File: config.mk
export PLATFORM = sky130hd
export DESIGN_NAME = instr_fetch_unit
export DESIGN_NICKNAME = d
export VERILOG_FILES = /design/src/rtl/instr_fetch_unit.sv
export SDC_FILE = /design/constraint.sdc
export NUM_CORES = 1
export LEC_CHECK = 0
export BUFFER_PORTS_ARGS = -buffer_cell sky130_fd_sc_hd__buf_2
export CORE_MARGIN = 10
export CORE_UTILIZATION = 50
export CTS_BUF_LIST = sky130_fd_sc_hd__clkbuf_2 sky130_fd_sc_hd__clkbuf_4 sky130_fd_sc_hd__clkbuf_8
export DETAILED_ROUTE_END_ITERATION = 10
export PLACE_DENSITY = 0.68
export SYNTH_ARGS = -nofsm -noshare
export SYNTH_HDL_FRONTEND = slang
export SYNTH_SLANG_ARGS = --single-unit
File: constraint.sdc
create_clock -name clk -period 19.6 [get_ports clk]
set_input_delay 0 -clock clk [delete_from_list [all_inputs] [get_ports clk]]
set_output_delay 0 -clock clk [all_outputs]
set_load 0.05 [all_outputs]
File: src/rtl/instr_fetch_unit.sv
// Fetch unit: accepts PCs, issues one imem read at a time, buffers {pc, instr} toward IF/ID, handles flush.
// Optional macro IFU_BYPASS_EN forwards a response straight to id_* when the buffer is empty.
module instr_fetch_unit #(
  parameter int ADDR_W     = 64,
  parameter int INSTR_W    = 32,
  parameter int FIFO_DEPTH = 4
) (
  input  logic               clk,
  input  logic               reset,
  input  logic [ADDR_W-1:0]  pc_in,
  input  logic               pc_valid,
  output logic               stall,
  input  logic               flush,
  output logic               imem_req,
  output logic [ADDR_W-1:0]  imem_addr,
  input  logic               imem_gnt,
  input  logic               imem_rvalid,
  input  logic [INSTR_W-1:0] imem_rdata,
  output logic               id_valid,
  output logic [INSTR_W-1:0] id_instr,
  output logic [ADDR_W-1:0]  id_pc,
  input  logic               id_ready
);
  localparam int PTR_W = $clog2(FIFO_DEPTH);
  localparam int CNT_W = PTR_W + 1;

  typedef enum logic [1:0] {IDLE, WAIT_GNT, WAIT_RESP, DROP} state_t;

  state_t             state_q, state_d;
  logic               imem_req_q, imem_req_d;
  logic [ADDR_W-1:0]  imem_addr_q, imem_addr_d;
  logic [CNT_W-1:0]   count_q, count_d;
  logic [PTR_W-1:0]   rd_ptr_q, rd_ptr_d;
  logic [PTR_W-1:0]   wr_ptr_q, wr_ptr_d;
  logic               id_valid_q, id_valid_d;
  logic [ADDR_W-1:0]  id_pc_q, id_pc_d;
  logic [INSTR_W-1:0] id_instr_q, id_instr_d;
  logic [ADDR_W-1:0]  fifo_pc    [FIFO_DEPTH];
  logic [INSTR_W-1:0] fifo_instr [FIFO_DEPTH];
  logic               push, pop, fifo_full, byp_vld, byp_take, head_is_new;

  assign fifo_full = (count_q == CNT_W'(FIFO_DEPTH));
  assign stall     = (state_q != IDLE) | fifo_full;
  assign imem_req  = imem_req_q;
  assign imem_addr = imem_addr_q;

`ifdef IFU_BYPASS_EN
  assign byp_vld = (count_q == '0) & (state_q == WAIT_RESP) & imem_rvalid & ~flush;
`else
  assign byp_vld = 1'b0;
`endif
  assign byp_take = byp_vld & id_ready;
  assign id_valid = id_valid_q | byp_vld;
  assign id_pc    = byp_vld ? imem_addr_q : id_pc_q;
  assign id_instr = byp_vld ? imem_rdata  : id_instr_q;

  always_comb begin
    state_d     = state_q;
    imem_req_d  = imem_req_q;
    imem_addr_d = imem_addr_q;
    count_d     = count_q;
    rd_ptr_d    = rd_ptr_q;
    wr_ptr_d    = wr_ptr_q;
    push        = 1'b0;
    pop         = 1'b0;
    if (flush) begin
      // A response still owed by memory must be swallowed before the next request.
      count_d    = '0;
      rd_ptr_d   = '0;
      wr_ptr_d   = '0;
      imem_req_d = 1'b0;
      state_d    = ((state_q == WAIT_RESP || state_q == DROP) && !imem_rvalid) ? DROP : IDLE;
    end else begin
      pop = id_valid_q & id_ready;
      unique case (state_q)
        IDLE: begin
          if (pc_valid && !fifo_full) begin
            imem_addr_d = pc_in;
            imem_req_d  = 1'b1;
            state_d     = WAIT_GNT;
          end
        end
        WAIT_GNT: begin
          if (imem_gnt) begin
            imem_req_d = 1'b0;
            state_d    = WAIT_RESP;
          end
        end
        WAIT_RESP: begin
          if (imem_rvalid) begin
            push    = ~byp_take;
            state_d = IDLE;
          end
        end
        DROP: begin
          if (imem_rvalid) state_d = IDLE;
        end
        default: state_d = IDLE;
      endcase
      rd_ptr_d = rd_ptr_q + PTR_W'(pop);
      wr_ptr_d = wr_ptr_q + PTR_W'(push);
      count_d  = count_q + CNT_W'(push) - CNT_W'(pop);
    end
  end

  // Registered head view; holds the last shown entry once the buffer drains.
  always_comb begin
    head_is_new = push && (wr_ptr_q == rd_ptr_d);
    id_valid_d  = (count_d != '0);
    id_pc_d     = id_pc_q;
    id_instr_d  = id_instr_q;
    if (count_d != '0) begin
      id_pc_d    = head_is_new ? imem_addr_q : fifo_pc[rd_ptr_d];
      id_instr_d = head_is_new ? imem_rdata  : fifo_instr[rd_ptr_d];
    end else if (byp_take) begin
      id_pc_d    = imem_addr_q;
      id_instr_d = imem_rdata;
    end
  end

  always_ff @(posedge clk) begin
    if (reset) begin
      state_q     <= IDLE;
      imem_req_q  <= 1'b0;
      imem_addr_q <= '0;
      count_q     <= '0;
      rd_ptr_q    <= '0;
      wr_ptr_q    <= '0;
      id_valid_q  <= 1'b0;
      id_pc_q     <= '0;
      id_instr_q  <= '0;
    end else begin
      state_q     <= state_d;
      imem_req_q  <= imem_req_d;
      imem_addr_q <= imem_addr_d;
      count_q     <= count_d;
      rd_ptr_q    <= rd_ptr_d;
      wr_ptr_q    <= wr_ptr_d;
      id_valid_q  <= id_valid_d;
      id_pc_q     <= id_pc_d;
      id_instr_q  <= id_instr_d;
      if (push) begin
        fifo_pc[wr_ptr_q]    <= imem_addr_q;
        fifo_instr[wr_ptr_q] <= imem_rdata;
      end
    end
  end
endmodule

==> flow_summary.toml <==
[die]
die_x_um = 235
die_area_um2 = 55100
die_h_um = 235
rows = 78
coreArea_um2 = 45500
ios = 266
start_util_pct = 50.7

[power_and_ir_drop]
ir_drop_uv = 58.3
p_total_mw = 2.44
p_leak_nw = 10.3
power_density_nw_per_um2 = 88.1

[setup_path]
cp_max_fo = 51
start_kind = "register"
critical_path_arrival_ps = 4910
cp.required_ps = 20210
setup.worst_path.class = "register to register"
critPathCaptureType = "register"

[cts]
cts_tree = "done"
cts.sink_count = 555
clkLatencyLatePin_ps = 670
clkTransAtPathRegs_ps = 60
root_buffer = "clkbuf_8"
ctsResizeCount = 0
h-tree-depth = 3
clockBufferDepth = 3
numCtsBuffers = 90

[routing]
ant_nets = 0
firstDrtPassIters = 5
first_iter_violations = 1520
avgViaCountPerCell = 5.93
drc = 0
wl_per_cell_um = 22.0
wirelength_mm = 64.6
num_vias = 17400

[global_route]
grt_pass1_wl_mm = 101
grt_max_degree = 111
grt_pass1_vias = 17900
overflow = 0
gr-usage-all-layers_pct = 22.5
grt_antenna_before_repair = 0

[logic_synthesis]
synth_cell_types = 42
yosysSeqAreaShare_pct = 64.9
yosysWarnings = 0
synthCells = 1945
syn_nets = 2051
synth-async-reset-ratio_pct = 0
synthFlopType = "edfxtp_1"
synth-edff-count = 384
syn_area_per_cell_um2 = 11.9
synth_area_um2 = 23100
ys_seq_elements = 555

[timing]
finalCritPeriodShare_pct = 21.9
min_period_ps = 4300
setup_viol = 0
hold_viol_final = 0
worstMarginPinSlew_ps = 1240
fin_setup_tns_ps = 0
relSlewSlack_pct = 17.1
final_max_slew_viol_count = 0
rsz0062_at_grt = "false"
fmax_mhz = 233
fin_skew_ps = 15.9

[job]
drv_cap = 0

[status]
status = "complete, no violations"

[final_layout]
stdcell_count = 2942
drive_gt1_share_pct = 24.2
final_common_cell = "edfxtp_1"
layout_common_cells = "edfxtp_1 (384), nand2_1 (327), buf_2 (264), dfxtp_1 (169), a21oi_1 (162)"
num-nets-final = 2369
area_delta_synth_final_pct = 20.0

[placed_design]
dpl.cell_count = 2667
portBuffers = 265
routabilityCongestion = 0.766
place_hpwl_mm = 35.3

[hold_path]
hold_class = "input port to register"
==> metal layers <==
metal	vias to the layer above	GRT usage, %	routed length [um]
li1	7966	-	-
met1	8652	28.7	27000
met2	704	36.7	31000
met3	120	5.30	4730
met4	0	8.46	1860
met5	-	0	0
==> report_power, final <==
group,internal (mW),leakage [nW],switching [mW]
sequential,1.26,4.86,0.0156
clock,0.589,1.03,0.453
combinational,0.0389,4.38,0.0790
total,1.89,10.3,0.548
==> Yosys cell counts, types with 92 or more instances <==
master	count	area share, %
a31oi_1	96	2.6
mux2_2	92	4.5
and2_1	100	2.7
edfxtp_1	384	50
a221o_1	96	4.2
dfxtp_1	171	15
a22oi_1	96	3.1
o22ai_1	96	2.6
nor2_1	113	1.8
a21oi_1	163	3.5
nand2_1	328	5.3
clkbuf_1	143	2.3
==> critical path, cell delays in order, from the launching register on <==
cell      delay (ps)
dfxtp_4          730
nand2_1          180
xnor2_1          190
ha_1             160
inv_1             60
fa_1             410
xnor3_1          220
nand3b_1         170
and2_1           200
o31a_2           970
buf_4            670
a221o_1          260
==> cell type report <==
type | count | area [um2]
diodes | 1 | 2.50
clock buffers | 151 | 1750
clock inverters | 19 | 156
fillers | 3543 | 17800
inverters | 3 | 11.3
multi-input cells | 1216 | 7450
flip-flops and latches | 555 | 15000
well taps | 600 | 751
repair buffers | 397 | 2580
==> state kept, by name, indices dropped and copies added, names as in the netlist, 2 cells and up <==
| register | cells |
|---|---|
| fifo_pc | 256 |
| fifo_instr | 128 |
| id_pc | 64 |
| imem_addr | 64 |
| id_instr | 32 |
| count_q | 3 |
| rd_ptr_q | 2 |
| state_q | 2 |
| wr_ptr_q | 2 |
==> worst paths after layout <==
path,start,end,slack (ps),cells after the start
worst min register to register,imem_addr[48]$_SDFFE_PP0P_,imem_addr[48]$_SDFFE_PP0P_,540,2
worst min-delay path,reset,state_q[0]$_SDFFE_PP0P_,70,3
worst max register to register,id_valid$_SDFF_PP0_,id_pc[9]$_SDFFE_PP0P_,15300,11
worst max-delay path,id_valid$_SDFF_PP0_,id_pc[9]$_SDFFE_PP0P_,15300,11
==> repair_timing <==
action	in CTS	in global routing
endpoints found under the hold margin	234	0
hold buffers	104	0
buffers inserted	0	0
endpoints found under the setup margin	0	0
==> logic make-up (layout without fill, tap and decap cells) <==
family | after synthesis | count (layout) | share of synthesized area, %
DFF | 555 | 555 | 64.9
muxes | 100 | 100 | 4.94
adders and majority gates | 3 | 3 | 0.195
and+or+nand+nor | 556 | 556 | 10.4
other | 0 | 1 | 0
buffers and inverters | 174 | 570 | 3.11
AOI/OAI and AO/OA | 551 | 551 | 16.2
xor gates and xnor gates | 6 | 6 | 0.288
==> through the flow <==
step | worst slack [ps] | instance area (um2) | hold slack (ps) | util [%]
5_1_grt | 15000 | 27700 | 79.0 | 60.8
2_1_floorplan | 11600 | 23100 | 98.9 | -
6_report | 15300 | 27700 | 70.2 | 60.8
4_1_cts | 15320 | 27700 | 9.87 | 60.8
3_5_place_dp | 15340 | 24700 | 246 | 54.3
3_3_place_gp | 15430 | 24700 | 239 | 54.3
(Power assumes the default switching activity.)
